`src/rtl/fpnew_pkg.sv`:
```
// Shared FPU types; only the IEEE exception flag set is needed by the result reorder block.
package fpnew_pkg;
    typedef struct packed {
        logic NV;
        logic DZ;
        logic OF;
        logic UF;
        logic NX;
    } status_t;
endpackage

```
`src/rtl/fpnew_result_reorder_pkg.sv`:
```
// Types and helpers shared by the result reorder buffer, its write decoder and its interface.
package fpnew_result_reorder_pkg;
    typedef fpnew_pkg::status_t status_t;

    // Channel-select width; a single channel still needs a 1-bit select.
    function automatic int unsigned sel_width(input int unsigned n);
        return (n > 1) ? $clog2(n) : 1;
    endfunction
endpackage

```
`src/rtl/fpnew_result_reorder_if.sv`:
```
// Issue, completion and retirement bundle of the result reorder buffer.
// slave = reorder buffer side, master = issue logic / op groups / consumer side.
interface fpnew_result_reorder_if #(
    parameter int unsigned NumChannels = 5,
    parameter int unsigned Width       = 64,
    parameter int unsigned Depth       = 8,
    parameter type         TagType     = logic
);
    import fpnew_result_reorder_pkg::*;
    localparam int unsigned IdxWidth = $clog2(Depth);

    logic                   issue_valid_i;
    logic                   issue_ready_o;
    logic [IdxWidth-1:0]    issue_id_o;
    logic                   flush_i;
    logic [NumChannels-1:0] chan_valid_i;
    logic [NumChannels-1:0] chan_ready_o;
    logic [IdxWidth-1:0]    chan_id_i     [NumChannels];
    logic [Width-1:0]       chan_result_i [NumChannels];
    status_t                chan_status_i [NumChannels];
    TagType                 chan_tag_i    [NumChannels];
    logic                   out_valid_o;
    logic                   out_ready_i;
    logic [Width-1:0]       result_o;
    status_t                status_o;
    TagType                 tag_o;
    logic [IdxWidth:0]      level_o;
    logic                   busy_o;
    logic                   protocol_err_o;

    modport slave (
        input  issue_valid_i, flush_i, chan_valid_i, chan_id_i, chan_result_i,
               chan_status_i, chan_tag_i, out_ready_i,
        output issue_ready_o, issue_id_o, chan_ready_o, out_valid_o, result_o,
               status_o, tag_o, level_o, busy_o, protocol_err_o
    );

    modport master (
        output issue_valid_i, flush_i, chan_valid_i, chan_id_i, chan_result_i,
               chan_status_i, chan_tag_i, out_ready_i,
        input  issue_ready_o, issue_id_o, chan_ready_o, out_valid_o, result_o,
               status_o, tag_o, level_o, busy_o, protocol_err_o
    );
endinterface

```
`src/rtl/fpnew_rob_wr_decode.sv`:
```
// Maps per-channel completions onto per-slot write enables; lowest channel wins a shared slot.
// Purely combinational, no backpressure; conflict flags any slot targeted by two or more channels.
module fpnew_rob_wr_decode
    import fpnew_result_reorder_pkg::*;
#(
    parameter int unsigned NumChannels = 5,
    parameter int unsigned Depth       = 8,
    localparam int unsigned IdxWidth   = $clog2(Depth),
    localparam int unsigned SelWidth   = sel_width(NumChannels)
) (
    input  logic [NumChannels-1:0] chan_valid,
    input  logic [IdxWidth-1:0]    chan_id  [NumChannels],
    output logic [Depth-1:0]       slot_we,
    output logic [SelWidth-1:0]    slot_sel [Depth],
    output logic                   conflict
);
    always_comb begin
        slot_we  = '0;
        conflict = 1'b0;
        for (int s = 0; s < Depth; s++) begin
            slot_sel[s] = '0;
            for (int c = 0; c < NumChannels; c++) begin
                if (chan_valid[c] && (chan_id[c] == IdxWidth'(s))) begin
                    if (slot_we[s]) begin
                        conflict = 1'b1;
                    end else begin
                        slot_we[s]  = 1'b1;
                        slot_sel[s] = SelWidth'(c);
                    end
                end
            end
        end
    end
endmodule

```
`src/rtl/fpnew_result_reorder.sv`:
```
// In-order retirement buffer for out-of-order op-group completions; completion to out_valid is one cycle.
// Issue stalls on a registered full flag (a same-cycle pop does not free a slot); output holds while out_ready_i is low.
module fpnew_result_reorder
    import fpnew_result_reorder_pkg::*;
#(
    parameter int unsigned NumChannels = 5,
    parameter int unsigned Width       = 64,
    parameter int unsigned Depth       = 8,
    parameter type         TagType     = logic
) (
    input  logic                  clk_i,
    input  logic                  rst_ni,
    fpnew_result_reorder_if.slave bus
);
    localparam int unsigned IdxWidth = $clog2(Depth);
    localparam int unsigned SelWidth = sel_width(NumChannels);

    typedef logic [IdxWidth:0] ptr_t;
    typedef struct packed {
        logic [Width-1:0] result;
        status_t          status;
        TagType           tag;
    } entry_t;

    ptr_t                head_q, tail_q;
    logic [Depth-1:0]    alloc_q, done_q, alloc_d, done_d;
    entry_t              slot_q [Depth];
    logic                err_q;

    logic [IdxWidth-1:0] head_idx, tail_idx;
    logic                full, issue_rdy, issue_fire, out_vld, pop, err_set;
    ptr_t                level;
    logic [Depth-1:0]    slot_we, slot_wr;
    logic [SelWidth-1:0] slot_sel [Depth];
    logic                conflict;
    logic [NumChannels-1:0] chan_bad;
    entry_t              head_entry;

    assign head_idx = head_q[IdxWidth-1:0];
    assign tail_idx = tail_q[IdxWidth-1:0];
    assign full     = (head_idx == tail_idx) && (head_q[IdxWidth] != tail_q[IdxWidth]);
    assign level    = rst_ni ? (tail_q - head_q) : '0;

    assign issue_rdy  = rst_ni && !full && !bus.flush_i;
    assign issue_fire = bus.issue_valid_i && issue_rdy;
    assign out_vld    = rst_ni && done_q[head_idx];
    assign pop        = out_vld && bus.out_ready_i && !bus.flush_i;

    fpnew_rob_wr_decode #(
        .NumChannels (NumChannels),
        .Depth       (Depth)
    ) u_wr_decode (
        .chan_valid (bus.chan_valid_i),
        .chan_id    (bus.chan_id_i),
        .slot_we    (slot_we),
        .slot_sel   (slot_sel),
        .conflict   (conflict)
    );

    // Legality uses pre-edge state, so a completion racing its own issue is rejected.
    always_comb begin
        chan_bad = '0;
        for (int c = 0; c < NumChannels; c++) begin
            chan_bad[c] = bus.chan_valid_i[c] &&
                          !(alloc_q[bus.chan_id_i[c]] && !done_q[bus.chan_id_i[c]]);
        end
    end

    assign slot_wr = slot_we & alloc_q & ~done_q;
    assign err_set = conflict || (|chan_bad);

    always_comb begin
        alloc_d = alloc_q;
        done_d  = done_q | slot_wr;
        if (issue_fire) begin
            alloc_d[tail_idx] = 1'b1;
            done_d[tail_idx]  = 1'b0;
        end
        if (pop) begin
            alloc_d[head_idx] = 1'b0;
            done_d[head_idx]  = 1'b0;
        end
    end

    always_ff @(posedge clk_i) begin
        if (!rst_ni || bus.flush_i) begin
            head_q  <= '0;
            tail_q  <= '0;
            alloc_q <= '0;
            done_q  <= '0;
            err_q   <= 1'b0;
        end else begin
            head_q  <= head_q + ptr_t'(pop);
            tail_q  <= tail_q + ptr_t'(issue_fire);
            alloc_q <= alloc_d;
            done_q  <= done_d;
            if (err_set) begin
                err_q <= 1'b1;
            end
        end
    end

    // Payload storage carries no reset; done bits alone qualify it.
    always_ff @(posedge clk_i) begin
        for (int s = 0; s < Depth; s++) begin
            if (rst_ni && !bus.flush_i && slot_wr[s]) begin
                slot_q[s].result <= bus.chan_result_i[slot_sel[s]];
                slot_q[s].status <= bus.chan_status_i[slot_sel[s]];
                slot_q[s].tag    <= bus.chan_tag_i[slot_sel[s]];
            end
        end
    end

    assign head_entry = slot_q[head_idx];

    assign bus.issue_ready_o  = issue_rdy;
    assign bus.issue_id_o     = rst_ni ? tail_idx : '0;
    assign bus.chan_ready_o   = {NumChannels{rst_ni}};
    assign bus.out_valid_o    = out_vld;
    assign bus.result_o       = out_vld ? head_entry.result : '0;
    assign bus.status_o       = out_vld ? head_entry.status : '0;
    assign bus.tag_o          = out_vld ? head_entry.tag    : '0;
    assign bus.level_o        = level;
    assign bus.busy_o         = (level != '0);
    assign bus.protocol_err_o = err_q;
endmodule

```
`src/flat_wrapper.sv`:
```
// flat-port wrapper written by rule: the top's interface ports become plain ports
module fpnew_result_reorder_flat import fpnew_result_reorder_pkg::*;
#(
    parameter int unsigned NumChannels = 5,
    parameter int unsigned Width       = 64,
    parameter int unsigned Depth       = 8,
    parameter type         TagType     = logic
)
  (clk_i, rst_ni, bus_issue_valid_i, bus_flush_i, bus_chan_valid_i, bus_chan_id_i, bus_chan_result_i, bus_chan_status_i, bus_chan_tag_i, bus_out_ready_i, bus_issue_ready_o, bus_issue_id_o, bus_chan_ready_o, bus_out_valid_o, bus_result_o, bus_status_o, bus_tag_o, bus_level_o, bus_busy_o, bus_protocol_err_o);
  fpnew_result_reorder_if #(.NumChannels(NumChannels), .Width(Width), .Depth(Depth), .TagType(TagType)) bus_i ();
  input  logic clk_i;
  input  logic rst_ni;
  input wire logic [$bits(bus_i.issue_valid_i)-1:0] bus_issue_valid_i;
  input wire logic [$bits(bus_i.flush_i)-1:0] bus_flush_i;
  input wire logic [$bits(bus_i.chan_valid_i)-1:0] bus_chan_valid_i;
  input wire logic [$bits(bus_i.chan_id_i)-1:0] bus_chan_id_i;
  input wire logic [$bits(bus_i.chan_result_i)-1:0] bus_chan_result_i;
  input wire logic [$bits(bus_i.chan_status_i)-1:0] bus_chan_status_i;
  input wire logic [$bits(bus_i.chan_tag_i)-1:0] bus_chan_tag_i;
  input wire logic [$bits(bus_i.out_ready_i)-1:0] bus_out_ready_i;
  output wire logic [$bits(bus_i.issue_ready_o)-1:0] bus_issue_ready_o;
  output wire logic [$bits(bus_i.issue_id_o)-1:0] bus_issue_id_o;
  output wire logic [$bits(bus_i.chan_ready_o)-1:0] bus_chan_ready_o;
  output wire logic [$bits(bus_i.out_valid_o)-1:0] bus_out_valid_o;
  output wire logic [$bits(bus_i.result_o)-1:0] bus_result_o;
  output wire logic [$bits(bus_i.status_o)-1:0] bus_status_o;
  output wire logic [$bits(bus_i.tag_o)-1:0] bus_tag_o;
  output wire logic [$bits(bus_i.level_o)-1:0] bus_level_o;
  output wire logic [$bits(bus_i.busy_o)-1:0] bus_busy_o;
  output wire logic [$bits(bus_i.protocol_err_o)-1:0] bus_protocol_err_o;
  assign bus_i.issue_valid_i = bus_issue_valid_i;
  assign bus_i.flush_i = bus_flush_i;
  assign bus_i.chan_valid_i = bus_chan_valid_i;
  assign bus_i.chan_id_i = {>>{bus_chan_id_i}};
  assign bus_i.chan_result_i = {>>{bus_chan_result_i}};
  assign bus_i.chan_status_i = {>>{bus_chan_status_i}};
  assign bus_i.chan_tag_i = {>>{bus_chan_tag_i}};
  assign bus_i.out_ready_i = bus_out_ready_i;
  assign bus_issue_ready_o = bus_i.issue_ready_o;
  assign bus_issue_id_o = bus_i.issue_id_o;
  assign bus_chan_ready_o = bus_i.chan_ready_o;
  assign bus_out_valid_o = bus_i.out_valid_o;
  assign bus_result_o = bus_i.result_o;
  assign bus_status_o = bus_i.status_o;
  assign bus_tag_o = bus_i.tag_o;
  assign bus_level_o = bus_i.level_o;
  assign bus_busy_o = bus_i.busy_o;
  assign bus_protocol_err_o = bus_i.protocol_err_o;
  fpnew_result_reorder #(.NumChannels(NumChannels), .Width(Width), .Depth(Depth), .TagType(TagType)) u_core (.clk_i(clk_i), .rst_ni(rst_ni), .bus(bus_i));
endmodule
```
`config.mk`:
```
export PLATFORM = sky130hd
export DESIGN_NAME = fpnew_result_reorder_flat
export DESIGN_NICKNAME = d
export VERILOG_FILES = /design/src/rtl/fpnew_pkg.sv /design/src/rtl/fpnew_result_reorder_pkg.sv /design/src/rtl/fpnew_result_reorder_if.sv /design/src/rtl/fpnew_rob_wr_decode.sv /design/src/rtl/fpnew_result_reorder.sv /design/src/flat_wrapper.sv
export SDC_FILE = /design/constraint.sdc
export NUM_CORES = 2
export LEC_CHECK = 0
export ABC_AREA = 0
export CELL_PAD_IN_SITES_DETAIL_PLACEMENT = 0
export CELL_PAD_IN_SITES_GLOBAL_PLACEMENT = 1
export CORE_AREA = 2 2 350 352
export CTS_BUF_LIST = sky130_fd_sc_hd__clkbuf_16
export DETAILED_ROUTE_END_ITERATION = 10
export DIE_AREA = 0 0 352 354
export GPL_TIMING_DRIVEN = 0
export PLACE_DENSITY_LB_ADDON = 0.1
export SKIP_CTS_REPAIR_TIMING = 1
export SYNTH_ARGS = -nofsm -noshare
export SYNTH_HDL_FRONTEND = slang
export SYNTH_SLANG_ARGS = --single-unit
```
`constraint.sdc`:
```
create_clock -name clk_i -period 7.8 [get_ports clk_i]
set_input_delay 1.56 -clock clk_i [delete_from_list [all_inputs] [get_ports clk_i]]
set_output_delay 1.56 -clock clk_i [all_outputs]
set_load 0.02 [all_outputs]
```
# == Yosys cells after proc, flatten, opt, wreduce, memory -nomap -nowiden ==
# Memory sizes are Yosys's and may differ from the RTL's. A register that Yosys moved wholly into a read port is not among the register bits.
# Index checks and enable logic that the tools add are counted.
# classes
bitwise_logic,18
mux,292
reduce_logical,90
eq_ne,37
n_addsub,3
n_lt_le_gt_ge,17
# op_table
op,count
binary-select mux 64 bit (select 3 bit),8
2-to-1 mux 64 bit,17
2-to-1 mux 1 bit,166
2-to-1 mux 3 bit,50
binary-select mux 5 bit (select 3 bit),8
2-to-1 mux 5 bit,17
logical AND 1 bit,68
"== test 3 bit, second input constant",20
binary-select mux 1 bit (select 3 bit),19
AND 8 bit,5
">= comparator 4 bit, second input constant",8
2-to-1 mux 8 bit,4
NOT 3 -> 4 bit,8
"== test 3 x 2 -> 1 bit, second input constant",10
"< comparator 3 x 4 -> 1 bit, second input constant",7
NOT 8 bit,3
OR 8 bit,2
"== test 3 x 1 -> 1 bit, second input constant",5
zero test 3 bit,5
zero test 1 bit,13
adder 4 x 1 -> 4 bit,2
demux 1 bit (select 3 bit),2
">= comparator 3 x 1 -> 1 bit, second input constant",2
OR reduction 5 bit,1
6 further kinds,7
# totals
mem_bits_rw,560
regBits,25
input_bits,375
mem_count,1
# mem_list
memory,words,width,read_ports,rd_clocked_by_memory_dff,wr,line,rtl
u_core.slot_q,8,70,1,1,8,fpnew_result_reorder.sv:27,entry_t slot_q [Depth];

# == Depth between registers and ports, before layout ==
# depth
word_depth,68
mapped_depth,10
ltp_nobuf,9

# == Modules after synthesis ==
# From an unflattened synthesis, not the netlist that was laid out.
# unflattened
hier_cells,4937
hier_area_um2,45556.2
# by_module_without_submodules
module,seq_area_each_um2,cells_per_inst,n_inst,area_per_inst_um2
fpnew_result_reorder,17316.6,4777,1,44490.2
fpnew_rob_wr_decode,0.0,160,1,1066.0

# == Worst setup path before layout ==
# OpenSTA, ideal clock, no wires.
# synth_path
path_kind,input to register
startpoint,input port bus_chan_valid_i[0]
endpoint,memory u_core.slot_q[0][0] (netlist bit) (enable)
path_stages,5
t_required_ns,7.201
t_arrival_ns,7.651
slack_ns,-0.449
path_buffers,1
path_cell_list,clkbuf_1 nor4b_2 nor2_1 nand4_1 nor3b_1
# synth_lines
element,line,rtl
from (decl),flat_wrapper.sv:15,input wire logic [$bits(bus_i.chan_valid_i)-1:0] bus_chan_valid_i;
to (decl),fpnew_result_reorder.sv:27,

# == Worst setup path after layout ==
# layout_path
startpoint,register u_core.head_q[0]
endpoint,output port bus_result_o[44]
# layout_between
elab_chain_cells,4
# layout_rtl
element,line,rtl
from (decl),fpnew_result_reorder.sv:25,"ptr_t head_q, tail_q;"
from (signal assigned),fpnew_result_reorder.sv:93,head_q <= head_q + ptr_t'(pop);
binary-select mux 1 bit (select 3 bit),fpnew_result_reorder.sv:46,assign out_vld = rst_ni && done_q[head_idx];
2-to-1 mux 1 bit (not written as such),fpnew_result_reorder.sv:46,
logical AND 1 bit,fpnew_result_reorder.sv:46,
2-to-1 mux 64 bit,fpnew_result_reorder.sv:120,assign bus.result_o = out_vld ? head_entry.result : '0;
to (decl),flat_wrapper.sv:25,output wire logic [$bits(bus_i.result_o)-1:0] bus_result_o;
# Every way passes these cells. The select of a mux whose other input is x is not followed.

==> summary.md <==
| Metric | Value |
|---|---|
| Routed length per instance | around 39 um |
| CP cell instances | clkbuf_1 > nor2_1 > nand2_1 > clkbuf_1 > o22ai_1 > or4_1 > nor2_1 > clkdlybuf4s50_1 |
| Slowest-stage cell, CP | clkbuf_1 |
| Yosys warnings | 0 |
| Netlist Area Pre-Place | between 0.04 and 0.05 mm^2 |
| Clock Path Buffers | 3 |
| Async set-reset flop share out of synthesis | 0% |
| Max-slew violations | 112 |
| Standard-cell rows | about 130 |
| Min Clock Period, post-route | 6.965 ns |
| Share of cells above drive strength 1 | between 10 and 15% |
| Number of remaining DRC errors | 0 |
| Net Count, Synth | 5597 |
| Final RePlAce weighted congestion | 1.017 |
| I/O Pins | 461 |
| Clk_lat worst skew | roughly 0.68 ns |
| First-pass GRT wire length | 384100 um |
| Hold depth | 2 |
| TritonCTS clock tree | done |
| Slew at the pin closest to its max-slew limit | 1.634 ns |
| HP Start | u_core.tail_q[3] |
| Failing checks | max-capacitance violations, max-slew violations |
| IO buf count | 249 |
| Chip width | 352 um |
| R2R depth | 4 |
| Total gr overflow | 0 |
| Outcome | finished with violations |
| Post-DP HPWL | 191600 um |
| Worst-path clk slew | 0.06 ns |
| Worst Path Arrival | 5.40 ns |
| Post-synth EDFFs | 560 |
| Syn_area_per_cell | 9.196 um^2 |
| TritonCTS buffer count | 72 |
| Clk_skew | 0.03121 ns |
| RR Startpoint | u_core.head_q[0] |
| Via density per instance | 7.003 |
| Worst Setup Slack, final | 0.8352 ns |
| Die Footprint | 0.1246 mm^2 |
| Synth Flop Type | edfxtp_1 |
| Std-Cell Core Area | between 0.1 and 0.15 mm^2 |
| Required time worst endpoint | 6.24 ns |
| Setup crit start kind | flop |
| Total track usage | 43.57% |
| Worst-path maximum fanout | 10 |
| Max frequency | 0.1436 GHz |
| Via count | 51140 |
| Synth cell types | 81 |
| WHS | 0.5322 ns |
| Final hold viol count | 0 |
| CTS H-tree lvls | 3 |
| Crit Path Class | reg -> out |
| Slowest stage delay, CP | 1.20 ns |
| Maximum Capacitance Violations | 12 |
| Setup Viol. Count Final | 0 |
| Dpl ws | approximately 1.1 ns |
| 1st-pass router iterations | 8 |
| RSZ-0062 raised after global routing | no |
| 1st-iter DRT viols | 9012 |
| Worst r2r dst | u_core.alloc_q[5] |
| Sequential fraction of the synthesis area | 36.12% |
| Crit share post-route | 89.29% |
| Area Growth Syn to Fin | 17.07% |
| Initial antenna violation count | 26 |
| WHS Endpoint | u_core.tail_q[3] |
| Die height | 354 um |
| DRT Wirelength | 285200 um |
| Initial Util | 39.65% |
| Clk root buf | clkbuf_16 |
| Worst Setup SP | u_core.head_q[0] |
| Relative slew slack | -8.966% |
| Number of fill cells | between 10000 and 15000 |
| R2R Setup Slk | 4.79 ns |
| Crit path capture type | output pin |
| Clk sinks | 585 |
| Peak VDD IR | roughly 0.00016 V |
| Antenna viol nets, final | 0 |
| Hold WC Path Type | reg -> reg |
| Nets@finish | 5988 |
| Delay-heaviest family, CP | buffers and inverters |
| Largest net degree at the start of global routing | 15 |
| Leakage | roughly 0.019 uW |
| Post-Syn Instances | about 5200 |
| PD cells | around 160 mW/mm^2 |
| Flops & latches, synth | ~590 |
| Number of global-route vias before repair | 46810 |
| CP bufs+invs | 3 |
## how the worst max path moves through the flow
stage / endpoint / slack [ns] / cells after the start
floorplan: u_core.slot_q[7][0] / 0.09 / 5
global placement: u_core.slot_q[7][39] / -9.11 / 6
detailed placement: bus_result_o[52] / 1.11 / 6
CTS: bus_result_o[52] / 1.10 / 6
global route: bus_result_o[44] / 0.93 / 6
finish: bus_result_o[44] / 0.84 / 8
## registers in the layout, summed over array words and instances (netlist names)
register                   flops
u_core.tail_q                  4
u_core.bus.protocol_err_o      1
u_core.slot_q                560
u_core.alloc_q                 8
u_core.done_q                  8
u_core.head_q                  4
## power by group
group | total, uW | switching (uW) | leakage (uW) | internal [uW]
registers | 3500 | 0.804 | 0.00524 | 3500
clock network | 3500 | 1540 | 0.00118 | 1960
logic | 1980 | 1250 | 0.0124 | 728
## through the flow
step                      TNS [ns]  power [uW]  utilization, %  std cells  instance area (um^2)
after floorplan                  0        4704               -       5214                 47980
after global placement    -2380.45        5435           43.42       7088                 52500
after detailed placement         0        5454           44.46       7156                 53750
after CTS                        0        8856           46.38       7284                 56080
after global routing             0        9109           46.40       7290                 56100
final                            0        8986           46.42       7302                 56130
## area by class of cell
type	count	area [um^2]	share of cell area (%)
antenna	18	45.04	0.08024
tap	1625	2033	3.622
clock inverter	52	419.2	0.7467
sequential	585	17320	30.85
multi-input combinational	3870	27170	48.41
timing repair buffer	317	3632	6.471
clock buffer	76	1902	3.388
inverter	9	33.78	0.06018
buffer	750	3577	6.373
## routing by layer
layer | up-vias | GRT usage [%] | wire (um)
met3 | 909 | 16.82 | 41810
met5 | - | 0 | 133
met2 | 4548 | 60.96 | 115000
li1 | 20720 | - | -
met4 | 20 | 24.13 | 18570
met1 | 24940 | 57.28 | 109600
## tightest hold or removal path, cell delays in order, from the launching register on
cell and delay, ns:
dfxtp_1 0.35, xor2_1 0.07, nor2_1 0.07
## synthesized netlist by cell type, types with 7 or more instances
| master | n | area share [%] |
|---|---|---|
| ha_1 | 7 | 0.18 |
| nor3_1 | 8 | 0.084 |
| buf_4 | 95 | 1.5 |
| nand4b_1 | 14 | 0.26 |
| nand3_1 | 9 | 0.094 |
| and4b_1 | 7 | 0.15 |
| and2_1 | 88 | 1.1 |
| nor3b_1 | 8 | 0.13 |
| buf_1 | 37 | 0.29 |
| clkbuf_2 | 50 | 0.52 |
| o221a_2 | 8 | 0.19 |
| o21ai_1 | 253 | 2.6 |
| dfxtp_1 | 25 | 1.0 |
| o31ai_1 | 281 | 4.4 |
| nor4bb_1 | 14 | 0.29 |
| inv_1 | 8 | 0.063 |
| a21oi_1 | 10 | 0.10 |
| edfxtp_1 | 560 | 35 |
| clkbuf_1 | 454 | 3.6 |
| and3_1 | 493 | 6.4 |
| o22ai_1 | 280 | 3.7 |
| nand4_1 | 9 | 0.12 |
| a2111oi_0 | 8 | 0.15 |
| mux2_2 | 280 | 6.6 |
| mux4_2 | 9 | 0.42 |
| mux2i_1 | 561 | 12 |
| buf_2 | 99 | 1.0 |
| a211oi_1 | 493 | 7.7 |
| nor2_1 | 97 | 0.76 |
| o21ai_2 | 30 | 0.55 |
| or4_1 | 73 | 1.1 |
| nand2b_1 | 11 | 0.14 |
| nor2b_1 | 10 | 0.13 |
| nand2_1 | 724 | 5.7 |
## placed cells by master, fill, tap and decap left out, types with 22 or more instances in the layout
cell type	n
nand2_1	724
mux2i_1	561
edfxtp_1	560
and3_1	493
a211oi_1	491
clkbuf_1	421
o31ai_1	281
mux2_2	280
o22ai_1	280
o21ai_1	253
clkdlybuf4s50_1	249
buf_2	101
buf_4	98
nor2_1	93
and2_1	88
clkbuf_2	83
clkbuf_16	76
or4_1	73
buf_1	35
buf_8	35
o21ai_2	30
dfxtp_1	25
inv_1	22
## logic make-up (layout without fill, tap and decap cells)
| kind of cell | Yosys count | after routing | share of synthesized area, % |
|---|---|---|---|
| buf+inv | 759 | 1204 | 7.440 |
| mux | 850 | 850 | 18.71 |
| xor+xnor | 7 | 7 | 0.1279 |
| fa+ha+maj | 9 | 9 | 0.2453 |
| other cells | 0 | 18 | 0 |
| simple gates | 1596 | 1596 | 17.15 |
| compound gates | 1408 | 1408 | 20.21 |
| flops | 585 | 585 | 36.12 |
No activity file was read; power rests on OpenSTA's default activity.
